<file path="config.mk">
export PLATFORM = sky130hd
export DESIGN_NAME = pipe_stage_elastic
export DESIGN_NICKNAME = d
export VERILOG_FILES = /design/src/rtl/pipe_pkg.sv /design/src/rtl/stage_reg_n.sv /design/src/rtl/pipe_stage_elastic.sv
export SDC_FILE = /design/constraint.sdc
export NUM_CORES = 1
export LEC_CHECK = 0
export ABC_AREA = 1
export CAP_MARGIN = 0
export CORE_MARGIN = 2
export CORE_UTILIZATION = 41
export CTS_BUF_LIST = sky130_fd_sc_hd__clkbuf_16
export DETAILED_ROUTE_END_ITERATION = 8
export GPL_TIMING_DRIVEN = 1
export PLACE_DENSITY_LB_ADDON = 0.1
export SKIP_LAST_GASP = 1
export SLEW_MARGIN = 20
export SYNTH_ARGS = -nofsm -noshare
export SYNTH_HDL_FRONTEND = slang
export SYNTH_SLANG_ARGS = --single-unit
</file>
<file path="constraint.sdc">
create_clock -name clk -period 1.6 [get_ports clk]
set_clock_uncertainty 0.1 [all_clocks]
set_input_delay 0.32 -clock clk [delete_from_list [all_inputs] [get_ports clk]]
set_output_delay 0.32 -clock clk [all_outputs]
set_load 0.01 [all_outputs]
</file>
<file path="src/rtl/pipe_pkg.sv">
// Shared types and constants for the elastic pipeline stage.
package pipe_pkg;

   // Occupancy of the two-entry skid variant.
   typedef enum logic [1:0] {
      ST_EMPTY,
      ST_ONE,
      ST_TWO
   } pipe_state_t;

   localparam int unsigned BUBBLE_CNT_W = 32;

endpackage

</file>
<file path="src/rtl/stage_reg_n.sv">
// Width-parametrised register with load enable and synchronous clear.
module stage_reg_n #(
   parameter int unsigned W = 8
) (
   input  logic         clk,
   input  logic         reset,
   input  logic         enable,
   input  logic         clear,
   input  logic [W-1:0] d_i,
   output logic [W-1:0] q_o
);

   logic [W-1:0] q_q;

   // Clear (or reset) wins over a load in the same cycle.
   always_ff @(posedge clk) begin
      if (reset || clear) begin
         q_q <= '0;
      end else if (enable) begin
         q_q <= d_i;
      end
   end

   assign q_o = q_q;

endmodule

</file>
<file path="src/rtl/pipe_stage_elastic.sv">
// Flushable valid/ready pipeline stage with optional 2-entry skid buffer.
// Control payload reads as zero (NOP) whenever no entry is held.
module pipe_stage_elastic
   import pipe_pkg::*;
#(
   parameter int unsigned DATA_W = 64,
   parameter int unsigned CTRL_W = 16,
   parameter bit          SKID   = 1'b1
) (
   input  logic                    clk,
   input  logic                    reset,
   input  logic                    flush,
   input  logic                    in_valid,
   output logic                    in_ready,
   input  logic [DATA_W-1:0]       in_data,
   input  logic [CTRL_W-1:0]       in_ctrl,
   output logic                    out_valid,
   input  logic                    out_ready,
   output logic [DATA_W-1:0]       out_data,
   output logic [CTRL_W-1:0]       out_ctrl,
   output logic [BUBBLE_CNT_W-1:0] bubble_cnt
);

   logic              in_fire;
   logic              out_fire;
   logic              main_load;
   logic              main_sel_skid;
   logic              main_ctrl_clr;
   logic [DATA_W-1:0] main_data_d;
   logic [CTRL_W-1:0] main_ctrl_d;
   logic [DATA_W-1:0] skid_data_q;
   logic [CTRL_W-1:0] skid_ctrl_q;

   assign in_fire  = in_valid & in_ready;
   assign out_fire = out_valid & out_ready;

   // Head refills from the skid entry when draining TWO, otherwise from upstream.
   assign main_data_d = main_sel_skid ? skid_data_q : in_data;
   assign main_ctrl_d = main_sel_skid ? skid_ctrl_q : in_ctrl;

   // Data holds its value when vacated; only reset zeroes it.
   stage_reg_n #(.W(DATA_W)) u_main_data (
      .clk    (clk),
      .reset  (reset),
      .enable (main_load),
      .clear  (1'b0),
      .d_i    (main_data_d),
      .q_o    (out_data)
   );

   // Control is cleared on vacate, so out_ctrl needs no output gating.
   stage_reg_n #(.W(CTRL_W)) u_main_ctrl (
      .clk    (clk),
      .reset  (reset),
      .enable (main_load),
      .clear  (main_ctrl_clr),
      .d_i    (main_ctrl_d),
      .q_o    (out_ctrl)
   );

   if (SKID) begin : g_skid
      pipe_state_t state_q, state_d;
      logic        ready_q;
      logic        skid_load;
      logic        skid_ctrl_clr;

      // Next-state and register-load decode; flush overrides any transfer.
      always_comb begin
         state_d       = state_q;
         main_load     = 1'b0;
         main_sel_skid = 1'b0;
         main_ctrl_clr = 1'b0;
         skid_load     = 1'b0;
         skid_ctrl_clr = 1'b0;
         unique case (state_q)
            ST_EMPTY: begin
               if (in_fire) begin
                  main_load = 1'b1;
                  state_d   = ST_ONE;
               end
            end
            ST_ONE: begin
               if (in_fire && out_fire) begin
                  main_load = 1'b1;
               end else if (in_fire) begin
                  skid_load = 1'b1;
                  state_d   = ST_TWO;
               end else if (out_fire) begin
                  main_ctrl_clr = 1'b1;
                  state_d       = ST_EMPTY;
               end
            end
            ST_TWO: begin
               if (out_fire) begin
                  main_load     = 1'b1;
                  main_sel_skid = 1'b1;
                  skid_ctrl_clr = 1'b1;
                  state_d       = ST_ONE;
               end
            end
            default: state_d = ST_EMPTY;
         endcase
         if (flush) begin
            state_d       = ST_EMPTY;
            main_load     = 1'b0;
            skid_load     = 1'b0;
            main_ctrl_clr = 1'b1;
            skid_ctrl_clr = 1'b1;
         end
      end

      // State plus a dedicated ready flop so in_ready has no path from out_ready.
      always_ff @(posedge clk) begin
         if (reset) begin
            state_q <= ST_EMPTY;
            ready_q <= 1'b1;
         end else begin
            state_q <= state_d;
            ready_q <= (state_d != ST_TWO);
         end
      end

      assign in_ready  = ready_q;
      assign out_valid = (state_q != ST_EMPTY);

      stage_reg_n #(.W(DATA_W)) u_skid_data (
         .clk    (clk),
         .reset  (reset),
         .enable (skid_load),
         .clear  (1'b0),
         .d_i    (in_data),
         .q_o    (skid_data_q)
      );

      stage_reg_n #(.W(CTRL_W)) u_skid_ctrl (
         .clk    (clk),
         .reset  (reset),
         .enable (skid_load),
         .clear  (skid_ctrl_clr),
         .d_i    (in_ctrl),
         .q_o    (skid_ctrl_q)
      );
   end else begin : g_single
      logic valid_q, valid_d;

      // Single-register occupancy; flush overrides any transfer.
      always_comb begin
         valid_d       = valid_q;
         main_load     = 1'b0;
         main_ctrl_clr = 1'b0;
         if (flush) begin
            valid_d       = 1'b0;
            main_ctrl_clr = 1'b1;
         end else if (in_fire) begin
            valid_d   = 1'b1;
            main_load = 1'b1;
         end else if (out_fire) begin
            valid_d       = 1'b0;
            main_ctrl_clr = 1'b1;
         end
      end

      // Valid flag for the single entry.
      always_ff @(posedge clk) begin
         if (reset) begin
            valid_q <= 1'b0;
         end else begin
            valid_q <= valid_d;
         end
      end

      assign in_ready      = out_ready | ~valid_q;
      assign out_valid     = valid_q;
      assign main_sel_skid = 1'b0;
      assign skid_data_q   = '0;
      assign skid_ctrl_q   = '0;
   end

   logic [BUBBLE_CNT_W-1:0] bubble_q, bubble_d;

   // Count empty-output cycles, saturating at all-ones.
   always_comb begin
      bubble_d = bubble_q;
      if (!out_valid && (bubble_q != '1)) begin
         bubble_d = bubble_q + BUBBLE_CNT_W'(1);
      end
   end

   // Bubble counter survives flush; only reset clears it.
   always_ff @(posedge clk) begin
      if (reset) begin
         bubble_q <= '0;
      end else begin
         bubble_q <= bubble_d;
      end
   end

   assign bubble_cnt = bubble_q;

endmodule

</file>
==> results.sh <==
export IMPL_grt_ovfl_total=0
export IMPL_rows=53
export IMPL_fp_dieArea_mm2=0.0225
export IMPL_rr_endpoint="g_skid.u_skid_data.q_o[57]$_SDFFE_PP0P_"
export IMPL_cp_arrival_ns=1.90
export IMPL_cts_tree="built"
export IMPL_nNetsFinal=1598
export IMPL_drv_cap=0
export IMPL_syn2layout_area_growth_pct=51.7
export IMPL_r2r_setup_slack_ns=-0.07
export IMPL_critPathSlowestCell="dfxtp_4"
export IMPL_rsz0062_at_grt="true"
export IMPL_yosys_warnings=0
export IMPL_cp_max_fo=5
export IMPL_fmax_mhz=597
export IMPL_grt_antenna_before_repair=0
export IMPL_syn_num_nets=1333
export IMPL_syn_inst=1247
export IMPL_pwr_share_seq_pct=47.0
export IMPL_finalSetupViolations=159
export IMPL_clk_path_buf_depth=2
export IMPL_synthFlopType="dfxtp_1"
export IMPL_fp_dieH_um=150
export IMPL_violations="negative setup slack"
export IMPL_htree_num_levels=4
export IMPL_worst_pin_slew_ns=0.356
export IMPL_vias_per_cell=4.95
export IMPL_synth_seq_cells=195
export IMPL_dr_pass1_iters=5
export IMPL_worst_slack_ns=-0.0738
export IMPL_synth_cell_types=29
export IMPL_start_util_pct=41.7
export IMPL_clockPowerShare_pct=38.6
export IMPL_max_stage_delay_ns=0.37
export IMPL_crit_family="simple AND/OR/NAND/NOR gates"
export IMPL_slew_violations=0
export IMPL_drc=0
export IMPL_p_int_mw=7.94
export IMPL_crit_cells=9
export IMPL_layout_cells_most_common="nand2_1"
export IMPL_regToRegStartpoint="g_skid.state_q[1]$_SDFF_PP0_"
export IMPL_cp_num_buf_inv=3
export IMPL_final_hold_viol_count=0
export IMPL_layout_drive_gt1_share_pct=21.7
export IMPL_period_needed_ns=1.67
export IMPL_slew_headroom_pct=76.0
export IMPL_antennaDiodeCount=0
export IMPL_die_w_um=150
export IMPL_drt_iter0_markers=425
export IMPL_cp_cell_sequence="inv_4, nand2_4, nand2_4, nand3_2, or2_4, clkbuf_16, clkbuf_16, o21ai_1, a21oi_1"
export IMPL_totalWireLength_mm=27.3
export IMPL_endpoint_kind="flop"
export IMPL_p_sw_share_pct=27.2
export IMPL_power_leakage_nw=5.64
export IMPL_clkSinkCount=195
export IMPL_outcome="complete, but fails checks"
export IMPL_ant_nets=0
export IMPL_port_buffers=198
export IMPL_post_route_util_pct=63.3
export IMPL_clk_insertion_delay_late_ns=0.44
export IMPL_final_cell_mix="nand2_1 (229), dfxtp_1 (175), nor2_1 (162)"
export IMPL_holdWs_ns=0.347
export IMPL_setup_tns_final_ns=-4.68
export IMPL_ys_async_sr_fraction_pct=0
export IMPL_grt_max_degree=73
export IMPL_hp_class="reg2reg"
export IMPL_combinationalPowerShare_pct=14.3
export IMPL_crit_type="reg2reg"
export IMPL_place_congestion=0.824
export IMPL_vias=8902
export IMPL_endpoint="g_skid.u_skid_data.q_o[57]$_SDFFE_PP0P_"
export IMPL_root_buffer="clkbuf_16"
export IMPL_hpwl_mm=16.1
export IMPL_min_period_over_period_pct=105
export IMPL_synth_edf_count=0
export IMPL_yosysSeqAreaShare_pct=44.6
export IMPL_power_density_mw_per_mm2=823
export IMPL_grt_pass1_wl_mm=38.6
export IMPL_synth_area_mm2=0.00875
export IMPL_startpoint="g_skid.state_q[1]$_SDFF_PP0_"
export IMPL_syn_avg_cell_area_um2=7.01
export IMPL_netSwitchingPower_mw=2.97
export IMPL_worstPathRequired_ns=1.83
export IMPL_wl_per_cell_um=15.2
export IMPL_hold_buffers=0
export IMPL_grt_total_usage_pct=21.4
export IMPL_start_kind="flop"
export IMPL_cts_made_buffers=17
export IMPL_worst_r2r_path_depth=9
export IMPL_path_clk_slew_ns=0.07
export IMPL_irDropWorstVdd_uv=606
export IMPL_grt_pass1_vias=7616
export IMPL_core_mm2=0.0210
export IMPL_ios=199
export IMPL_place_ws_ns=-0.513
-- metal layers --
layer	vias to the layer above	track usage, %	part of all wire (%)
met5	-	0	0
met2	180	34.1	48
met1	4157	29.0	46
met4	0	5.71	1.4
li1	4537	-	-
met3	28	4.94	5.2
-- sequential cells by signal, summed over array words and instances, names as in the netlist --
signal                  cells
in_ready                    1
g_skid.u_skid_ctrl.q_o     16
g_skid.u_skid_data.q_o     64
u_main_data.q_o            64
g_skid.state_q              2
u_main_ctrl.q_o            16
bubble_cnt                 32
-- tightest hold or removal path, cell delays in order, from the launching register on --
cell     delay, ns
dfxtp_1       0.30
inv_1         0.05
a21oi_1       0.05
-- synthesized netlist by cell type, types with 3 or more instances --
| cell | count | share of area (%) |
|---|---|---|
| nand2_1 | 235 | 10 |
| nor2_1 | 235 | 10 |
| dfxtp_1 | 195 | 45 |
| o21ai_0 | 187 | 11 |
| inv_1 | 113 | 4.8 |
| a21oi_1 | 89 | 5.1 |
| o21ai_1 | 42 | 2.4 |
| clkbuf_1 | 35 | 1.5 |
| buf_2 | 22 | 1.3 |
| nand3_1 | 17 | 0.97 |
| a211oi_2 | 16 | 2.3 |
| buf_6 | 16 | 2.1 |
| xor2_1 | 8 | 0.80 |
| nand4_1 | 6 | 0.43 |
| inv_2 | 5 | 0.21 |
| xnor2_1 | 5 | 0.50 |
| nand2_2 | 3 | 0.21 |
| nor2_2 | 3 | 0.21 |
| nor2_4 | 3 | 0.39 |
-- cell type report --
cell class	instances	area (um^2)
Clock buffer	18	450
Clock inverter	13	121
Fill cell	1912	7690
Inverter	119	479
Multi-Input combinational cell	859	4430
Sequential cell	195	3940
Tap cell	275	344
Timing Repair Buffer	320	3510
-- power by group through the flow --
| stage | Clock (mW) | Sequential (mW) | Combinational (mW) |
|---|---|---|---|
| final | 4.22 | 5.13 | 1.56 |
| after global placement | 0 | 5.25 | 1.32 |
| after floorplan | 0 | 5.30 | 0.523 |
| after detailed placement | 0 | 5.25 | 1.33 |
| after CTS | 4.29 | 5.13 | 1.29 |
| after global routing | 4.49 | 5.15 | 1.69 |
-- metrics by stage --
step | cell area (um^2) | cells | total power, mW
2_1_floorplan | 8780 | 1247 | 5.82
3_3_place_gp | 11500 | 1726 | 6.57
3_5_place_dp | 11500 | 1726 | 6.58
4_1_cts | 12200 | 1768 | 10.7
5_1_grt | 13300 | 1799 | 11.3
6_report | 13300 | 1799 | 10.9
-- worst min path at each step --
stage	from	endpoint	slack, ns	depth (start not counted)
final	g_skid.u_skid_data.q_o[30]$_SDFFE_PP0P_	g_skid.u_skid_data.q_o[30]$_SDFFE_PP0P_	0.35	2
after global placement	g_skid.u_skid_data.q_o[42]$_SDFFE_PP0P_	g_skid.u_skid_data.q_o[42]$_SDFFE_PP0P_	0.33	2
after detailed placement	g_skid.u_skid_data.q_o[11]$_SDFFE_PP0P_	g_skid.u_skid_data.q_o[11]$_SDFFE_PP0P_	0.34	2
after CTS	out_ready	g_skid.state_q[0]$_SDFF_PP0_	0.32	4
after floorplan	flush	g_skid.state_q[0]$_SDFF_PP0_	0.30	1
after global routing	g_skid.u_skid_data.q_o[3]$_SDFFE_PP0P_	g_skid.u_skid_data.q_o[3]$_SDFFE_PP0P_	0.37	2
-- what timing repair did --
item,4_1_cts,5_1_grt
setup endpoints to repair,286,211
gates cloned,3,21
hold endpoints to repair,0,0
pin swaps,2,21
setup buffers,8,10
resized for setup,229,176
-- kinds of logic after synthesis --
kind of cell / Yosys count / synth area share [%]
fa+ha+maj: 1 / 0.143
simple gates: 508 / 23.1
compound gates: 337 / 20.9
flops: 195 / 44.6
xor+xnor: 13 / 1.30
buf+inv: 193 / 10.0
(Power assumes the default switching activity.)
